**config.mk**
```make
export PLATFORM = sky130hd
export DESIGN_NAME = multi_clock_catcher_flat
export DESIGN_NICKNAME = d
export VERILOG_FILES = /design/src/rtl/clock_catcher_pkg.sv /design/src/rtl/multi_clock_catcher_if.sv /design/src/rtl/clock_catcher_channel.sv /design/src/rtl/multi_clock_catcher.sv /design/src/flat_wrapper.sv
export SDC_FILE = /design/constraint.sdc
export NUM_CORES = 1
export LEC_CHECK = 0
export ABC_AREA = 1
export BUFFER_PORTS_ARGS = -buffer_cell sky130_fd_sc_hd__buf_2
export CORE_UTILIZATION = 50
export CTS_BUF_LIST = sky130_fd_sc_hd__clkbuf_2 sky130_fd_sc_hd__clkbuf_4 sky130_fd_sc_hd__clkbuf_8
export DETAILED_ROUTE_END_ITERATION = 16
export PLACE_DENSITY = 0.78
export SLEW_MARGIN = 20
export SYNTH_ARGS = -nofsm -noshare
export SYNTH_HDL_FRONTEND = slang
export SYNTH_SLANG_ARGS = --single-unit
```
**constraint.sdc**
```tcl
create_clock -name clk -period 4.7 [get_ports clk]
set_input_delay 0.47 -clock clk [delete_from_list [all_inputs] [get_ports clk]]
set_output_delay 0.47 -clock clk [all_outputs]
set_load 0.05 [all_outputs]
```
**src/rtl/clock_catcher_pkg.sv**
```systemverilog
// Shared types and constants for the multi-channel slow-clock event catcher.
//   state_e     : per-channel FSM states
//   MODE_LEVEL  : channel follows the level of its input
//   MODE_EDGE   : channel turns every input rising edge into one slow-visible pulse
//   drives_out(): states in which the channel output is asserted
package clock_catcher_pkg;

    typedef enum logic [2:0] {
        IDLE,
        WAIT_LOW,
        WAIT_HIGH,
        HOLD,
        GAP_LOW,
        GAP_HIGH
    } state_e;

    localparam int unsigned MODE_LEVEL = 0;
    localparam int unsigned MODE_EDGE  = 1;

    function automatic logic drives_out(input state_e s);
        return (s == WAIT_LOW) || (s == WAIT_HIGH) || (s == HOLD);
    endfunction

endpackage

```
**src/rtl/multi_clock_catcher_if.sv**
```systemverilog
// Fast-domain signal bundle of the catcher.
//   in       : per-channel event/level inputs (driven by master)
//   ovf_clr  : one-cycle pulse clearing all overflow flags (driven by master)
//   out      : per-channel stretched outputs (driven by slave)
//   overflow : per-channel sticky lost-event flags (driven by slave)
//   busy     : any channel active or holding pending events (driven by slave)
interface multi_clock_catcher_if #(
    parameter int unsigned CHANNELS = 4
);
    logic [CHANNELS-1:0] in;
    logic                ovf_clr;
    logic [CHANNELS-1:0] out;
    logic [CHANNELS-1:0] overflow;
    logic                busy;

    modport master (
        output in,
        output ovf_clr,
        input  out,
        input  overflow,
        input  busy
    );

    modport slave (
        input  in,
        input  ovf_clr,
        output out,
        output overflow,
        output busy
    );
endinterface

```
**src/rtl/clock_catcher_channel.sv**
```systemverilog
// One catcher channel: FSM, pending-event counter, input edge register and overflow flag.
//   clk, rst_n : fast clock, asynchronous active-low reset
//   in         : event/level input
//   sc         : synchronised slow clock
//   ovf_clr    : clears the overflow flag (a same-cycle overflow wins)
//   out        : registered stretched output
//   overflow   : sticky flag, an edge was dropped with the counter saturated
//   busy       : FSM not idle or events still pending
module clock_catcher_channel
    import clock_catcher_pkg::*;
#(
    parameter int unsigned MODE  = MODE_EDGE,
    parameter int unsigned CNT_W = 3
) (
    input  logic clk,
    input  logic rst_n,
    input  logic in,
    input  logic sc,
    input  logic ovf_clr,
    output logic out,
    output logic overflow,
    output logic busy
);
    localparam bit               IsEdge = (MODE == MODE_EDGE);
    localparam logic [CNT_W-1:0] CntMax = '1;

    state_e           state_q;
    logic [CNT_W-1:0] pending_q;
    logic             in_d_q;

    logic has_pend;
    logic rise;
    logic take;
    logic inc;
    logic lost;

    assign has_pend = (pending_q != '0);
    assign rise     = IsEdge && in && !in_d_q;
    // A pending event is consumed when IDLE or GAP_HIGH launches the next pulse.
    assign take     = IsEdge && has_pend &&
                      ((state_q == IDLE) || ((state_q == GAP_HIGH) && sc));
    // A rise in IDLE with nothing queued starts a pulse directly instead of counting.
    assign inc      = rise && !((state_q == IDLE) && !has_pend);
    assign lost     = inc && !take && (pending_q == CntMax);
    assign busy     = (state_q != IDLE) || has_pend;

    always_ff @(posedge clk or negedge rst_n) begin
        if (!rst_n) begin
            state_q   <= IDLE;
            pending_q <= '0;
            in_d_q    <= 1'b0;
            out       <= 1'b0;
            overflow  <= 1'b0;
        end else begin
            in_d_q <= in;
            out    <= drives_out(state_q);

            if (lost) begin
                overflow <= 1'b1;
            end else if (ovf_clr) begin
                overflow <= 1'b0;
            end

            if (inc && !take) begin
                if (pending_q != CntMax) begin
                    pending_q <= pending_q + CNT_W'(1);
                end
            end else if (take && !inc) begin
                pending_q <= pending_q - CNT_W'(1);
            end

            case (state_q)
                IDLE: begin
                    if (IsEdge ? (rise || has_pend) : in) begin
                        state_q <= WAIT_LOW;
                    end
                end
                WAIT_LOW: begin
                    if (!sc) state_q <= WAIT_HIGH;
                end
                WAIT_HIGH: begin
                    if (sc) begin
                        if (IsEdge)  state_q <= GAP_LOW;
                        else if (in) state_q <= HOLD;
                        else         state_q <= IDLE;
                    end
                end
                HOLD: begin
                    if (!in) state_q <= IDLE;
                end
                GAP_LOW: begin
                    if (!sc) state_q <= GAP_HIGH;
                end
                GAP_HIGH: begin
                    if (sc) state_q <= has_pend ? WAIT_LOW : IDLE;
                end
                default: state_q <= IDLE;
            endcase
        end
    end
endmodule

```
**src/rtl/multi_clock_catcher.sv**
```systemverilog
// Multi-channel catcher making fast-domain events visible to a slower clock domain.
//   clk, rst_n : fast clock, asynchronous active-low reset
//   slowClk    : slow clock, sampled as data through a SYNC_STAGES-deep synchroniser
//   bus        : in/ovf_clr inputs and out/overflow/busy outputs (slave modport)
module multi_clock_catcher
    import clock_catcher_pkg::*;
#(
    parameter int unsigned CHANNELS    = 4,
    parameter int unsigned MODE        = MODE_EDGE,
    parameter int unsigned CNT_W       = 3,
    parameter int unsigned SYNC_STAGES = 2
) (
    input logic                  clk,
    input logic                  rst_n,
    input logic                  slowClk,
    multi_clock_catcher_if.slave bus
);
    logic [SYNC_STAGES-1:0] sync_q;
    logic                   sc;
    logic [CHANNELS-1:0]    ch_out;
    logic [CHANNELS-1:0]    ch_ovf;
    logic [CHANNELS-1:0]    ch_busy;

    // Shift towards the MSB; the MSB is the synchronised slow clock.
    always_ff @(posedge clk or negedge rst_n) begin
        if (!rst_n) begin
            sync_q <= '0;
        end else begin
            sync_q <= (sync_q << 1) | SYNC_STAGES'(slowClk);
        end
    end

    assign sc = sync_q[SYNC_STAGES-1];

    for (genvar g = 0; g < CHANNELS; g++) begin : gen_ch
        clock_catcher_channel #(
            .MODE  (MODE),
            .CNT_W (CNT_W)
        ) u_ch (
            .clk      (clk),
            .rst_n    (rst_n),
            .in       (bus.in[g]),
            .sc       (sc),
            .ovf_clr  (bus.ovf_clr),
            .out      (ch_out[g]),
            .overflow (ch_ovf[g]),
            .busy     (ch_busy[g])
        );
    end

    assign bus.out      = ch_out;
    assign bus.overflow = ch_ovf;
    assign bus.busy     = |ch_busy;
endmodule

```
**src/flat_wrapper.sv**
```systemverilog
// flat-port wrapper written by rule: the top's interface ports become plain ports
module multi_clock_catcher_flat import clock_catcher_pkg::*;
#(
    parameter int unsigned CHANNELS    = 4,
    parameter int unsigned MODE        = MODE_EDGE,
    parameter int unsigned CNT_W       = 3,
    parameter int unsigned SYNC_STAGES = 2
)
  (clk, rst_n, slowClk, bus_in, bus_ovf_clr, bus_out, bus_overflow, bus_busy);
  multi_clock_catcher_if #(.CHANNELS(CHANNELS)) bus_i ();
  input logic clk;
  input logic rst_n;
  input logic slowClk;
  input wire logic [$bits(bus_i.in)-1:0] bus_in;
  input wire logic [$bits(bus_i.ovf_clr)-1:0] bus_ovf_clr;
  output wire logic [$bits(bus_i.out)-1:0] bus_out;
  output wire logic [$bits(bus_i.overflow)-1:0] bus_overflow;
  output wire logic [$bits(bus_i.busy)-1:0] bus_busy;
  assign bus_i.in = bus_in;
  assign bus_i.ovf_clr = bus_ovf_clr;
  assign bus_out = bus_i.out;
  assign bus_overflow = bus_i.overflow;
  assign bus_busy = bus_i.busy;
  multi_clock_catcher #(.CHANNELS(CHANNELS), .MODE(MODE), .CNT_W(CNT_W), .SYNC_STAGES(SYNC_STAGES)) u_core (.clk(clk), .rst_n(rst_n), .slowClk(slowClk), .bus(bus_i));
endmodule
```
==> out/metrics.json <==
{
  "power_and_ir_drop": {
    "power.static_leakage_nw": 1.17,
    "max-vdd-ir-drop_uv": 419,
    "power.density_cell_area_mw_per_mm2": 692
  },
  "sta": {
    "slew_headroom_pct": 44.2,
    "timing.clock.skew_ns": 0.00589,
    "post_route_setup_tns_ns": 0,
    "achievable-frequency_ghz": 0.486,
    "holdWs_ns": 0.270,
    "timing_worst_slew_pin_value_ns": 0.836,
    "setup-violations-final": 0,
    "final_report_max_slew_violation_count": 0,
    "grt_setup_unrepaired": "no",
    "final_hold_vio_count": 0,
    "layout_min_cycle_time_ns": 2.06,
    "min_period_over_period_pct": 43.8
  },
  "critical_path": {
    "crit_arrival_ns": 1.59,
    "crit_type": "reg2out",
    "timing.critical_path.to_type": "output pin",
    "critical_path.reg2reg.startpoint": "u_core.gen_ch[2].u_ch.state_q[2]",
    "crit_path_max_fanout": 6,
    "cp.required_ns": 4.23,
    "setup.reg_to_reg.worst_slack_ns": 2.84,
    "crit_path_start": "u_core.gen_ch[2].u_ch.state_q[1]",
    "cp-start-kind": "register"
  },
  "outcome": {
    "run_status": "finished clean"
  },
  "synth": {
    "synth_seq_cells": 38,
    "syn_inst": 275,
    "mappedNetlistNets": 287,
    "async_reset_ff_share_pct": 100,
    "synth.cell_area_mm2": 0.00217,
    "count_of_warnings_emitted_by_yosys": 0,
    "ys_seq_area_share_pct": 43.9,
    "ys_types": 29,
    "ys.flop_type": "sky130_fd_sc_hd__dfrtp_1",
    "post_synth_edffs": 0,
    "syn-mean-instance-area_um2": 7.88
  },
  "run": {
    "max-cap-violations": 0
  },
  "cts": {
    "cts.repair_timing.setup_buffer_count": 0,
    "clk_pin_slew_worst_paths_ns": 0.07,
    "root_buffer": "sky130_fd_sc_hd__clkbuf_8",
    "clock_tree.buffer_depth": 2,
    "cts_max_level": 2,
    "cts_buffers": 5,
    "tritoncts": "done",
    "worstSkewPairLatency_ns": 0.28,
    "cts-hold-fix-buffers": 0,
    "clock_sink_count": 38,
    "post_cts_resized": 0
  },
  "floorplanning": {
    "top_level_ports": 17,
    "die_area_mm2": 0.00460,
    "chipHeight_um": 67.8,
    "fp.dieW_um": 67.8,
    "fp.coreArea_mm2": 0.00409,
    "floorplan.initialDensity_pct": 53.0,
    "placementRows": 23
  },
  "grt": {
    "globalRouteTotalUtil_pct": 20.3,
    "grt_first_pass_wirelength_mm": 6.90,
    "first_global_vias": 1660,
    "grt_antenna_before_repair": 0,
    "grt-ovfl-total": 0,
    "grt_start_max_net_pins": 39
  },
  "detailed_routing": {
    "drt_pre_antenna_iters": 4,
    "routed-via-count": 1797,
    "wl_per_cell_um": 11.9,
    "viasPerCell": 5.33,
    "routed_wl_mm": 4.03,
    "final_routed_drc_violation_total": 0,
    "count_of_routing_violations_after_the_opening_detailed_route_iteration": 140,
    "antenna_violating_nets_post_route": 0
  },
  "layout": {
    "share_of_cells_above_drive_strength_1_pct": 14.6,
    "fin_nets": 300,
    "area.growth.synth_to_final_pct": 7.04,
    "antennaDiodeCount": 0,
    "final_core_util_pct": 56.8,
    "nFillCells": 381
  },
  "placement": {
    "detailedPlacementHpwl_mm": 3.03,
    "port_buffer_count": 16,
    "gp_routability_congestion": 0.870
  },
  "min_path": {
    "min_path_type": "in2async"
  }
}
[power by group]
group          internal, W  switching, W
logic             0.000270      0.000520
registers         0.000454      0.000144
clock network     0.000113      0.000106
total             0.000837      0.000769
[final cells by class]
class / count / area [um^2] / share of cell area (%)
well taps: 50 / 62.6 / 2.70
inverters: 38 / 143 / 6.15
multi-input cells: 189 / 1000 / 43.2
flip-flops and latches: 38 / 951 / 41.0
repair buffers: 16 / 80.1 / 3.45
clock buffers: 6 / 82.6 / 3.56
[registers in the layout (all words and copies together), names as in the netlist]
signal,count
u_core.gen_ch.u_ch.in_d_q,4
u_core.gen_ch.u_ch.out,4
u_core.gen_ch.u_ch.overflow,4
u_core.gen_ch.u_ch.pending_q,12
u_core.gen_ch.u_ch.state_q,12
u_core.sync_q,2
[worst max-delay path, stage by stage, from the launching register on]
cell and delay, ns:
sky130_fd_sc_hd__dfrtp_1 0.44, sky130_fd_sc_hd__nor2_1 0.20, sky130_fd_sc_hd__nand2_1 0.11, sky130_fd_sc_hd__nor2_1 0.20, sky130_fd_sc_hd__nand4_1 0.13, sky130_fd_sc_hd__buf_2 0.23
[cells by family (layout without fill, tap and decap cells)]
kind of cell / count (synthesis) / in the layout / synth area share [%]
fa+ha+maj: 4 / 4 / 3.70
xor+xnor: 4 / 4 / 1.62
flops: 38 / 38 / 43.9
buf+inv: 48 / 60 / 9.93
simple gates: 153 / 153 / 32.7
compound gates: 28 / 28 / 8.20
[per-layer routing]
metal  global-route usage (%)  wire (um)  up-vias
li1                         -          -      923
met1                     24.4       1870      832
met2                     34.3       1950       38
met3                     5.00        161        4
met4                     8.59         44        0
met5                        0          0        -
[placed cells by master, fill, tap and decap left out, drive strengths merged]
cell / instances
o21a: 1
o31ai: 3
o21ai: 14
nand3: 36
buf: 16
nand2: 75
xor2: 4
nor2: 23
nand3b: 1
nand4: 9
nor4: 2
dfrtp: 38
inv: 38
o22ai: 4
fa: 4
clkbuf: 6
nor3: 6
or2: 1
a21oi: 4
a31oi: 2
[Yosys cell counts, types with 2 or more instances]
cell	count	area share [%]
sky130_fd_sc_hd__a21oi_1	4	0.92
sky130_fd_sc_hd__a31oi_1	2	0.58
sky130_fd_sc_hd__buf_4	9	3.1
sky130_fd_sc_hd__dfrtp_1	38	44
sky130_fd_sc_hd__fa_1	4	3.7
sky130_fd_sc_hd__inv_1	35	6.1
sky130_fd_sc_hd__inv_2	3	0.52
sky130_fd_sc_hd__nand2_1	73	13
sky130_fd_sc_hd__nand2_2	2	0.58
sky130_fd_sc_hd__nand3_1	34	7.9
sky130_fd_sc_hd__nand3_2	2	0.92
sky130_fd_sc_hd__nand4_1	9	2.6
sky130_fd_sc_hd__nor2_1	14	2.4
sky130_fd_sc_hd__nor2_2	7	2.0
sky130_fd_sc_hd__nor2_4	2	1.0
sky130_fd_sc_hd__nor3_1	6	1.4
sky130_fd_sc_hd__nor4_1	2	0.58
sky130_fd_sc_hd__o21ai_0	8	1.8
sky130_fd_sc_hd__o21ai_1	4	0.92
sky130_fd_sc_hd__o22ai_1	4	1.2
sky130_fd_sc_hd__o31ai_1	2	0.69
sky130_fd_sc_hd__xor2_1	4	1.6
[worst paths after layout]
check                                                           to  cells after the start
worst max-delay path                                      bus_busy                      5
worst min-delay path                     u_core.gen_ch[0].u_ch.out                      1
worst max register to register  u_core.gen_ch[2].u_ch.pending_q[2]                      9
worst min register to register                    u_core.sync_q[1]                      0
max in group asynchronous           u_core.gen_ch[3].u_ch.overflow                      1
min in group clk                                  u_core.sync_q[0]                      1
[through the flow]
step                      cells  power, W  cell area (um^2)  worst slack, ns
after detailed placement    331   0.00139              2240             2.65
after global placement      331   0.00135              2240             2.73
final                       337   0.00161              2320             2.64
after floorplan             275   0.00126              2170             2.86
after CTS                   337   0.00162              2320             2.64
after global routing        337   0.00176              2320             2.54
Power figures use the tool's default switching activity.
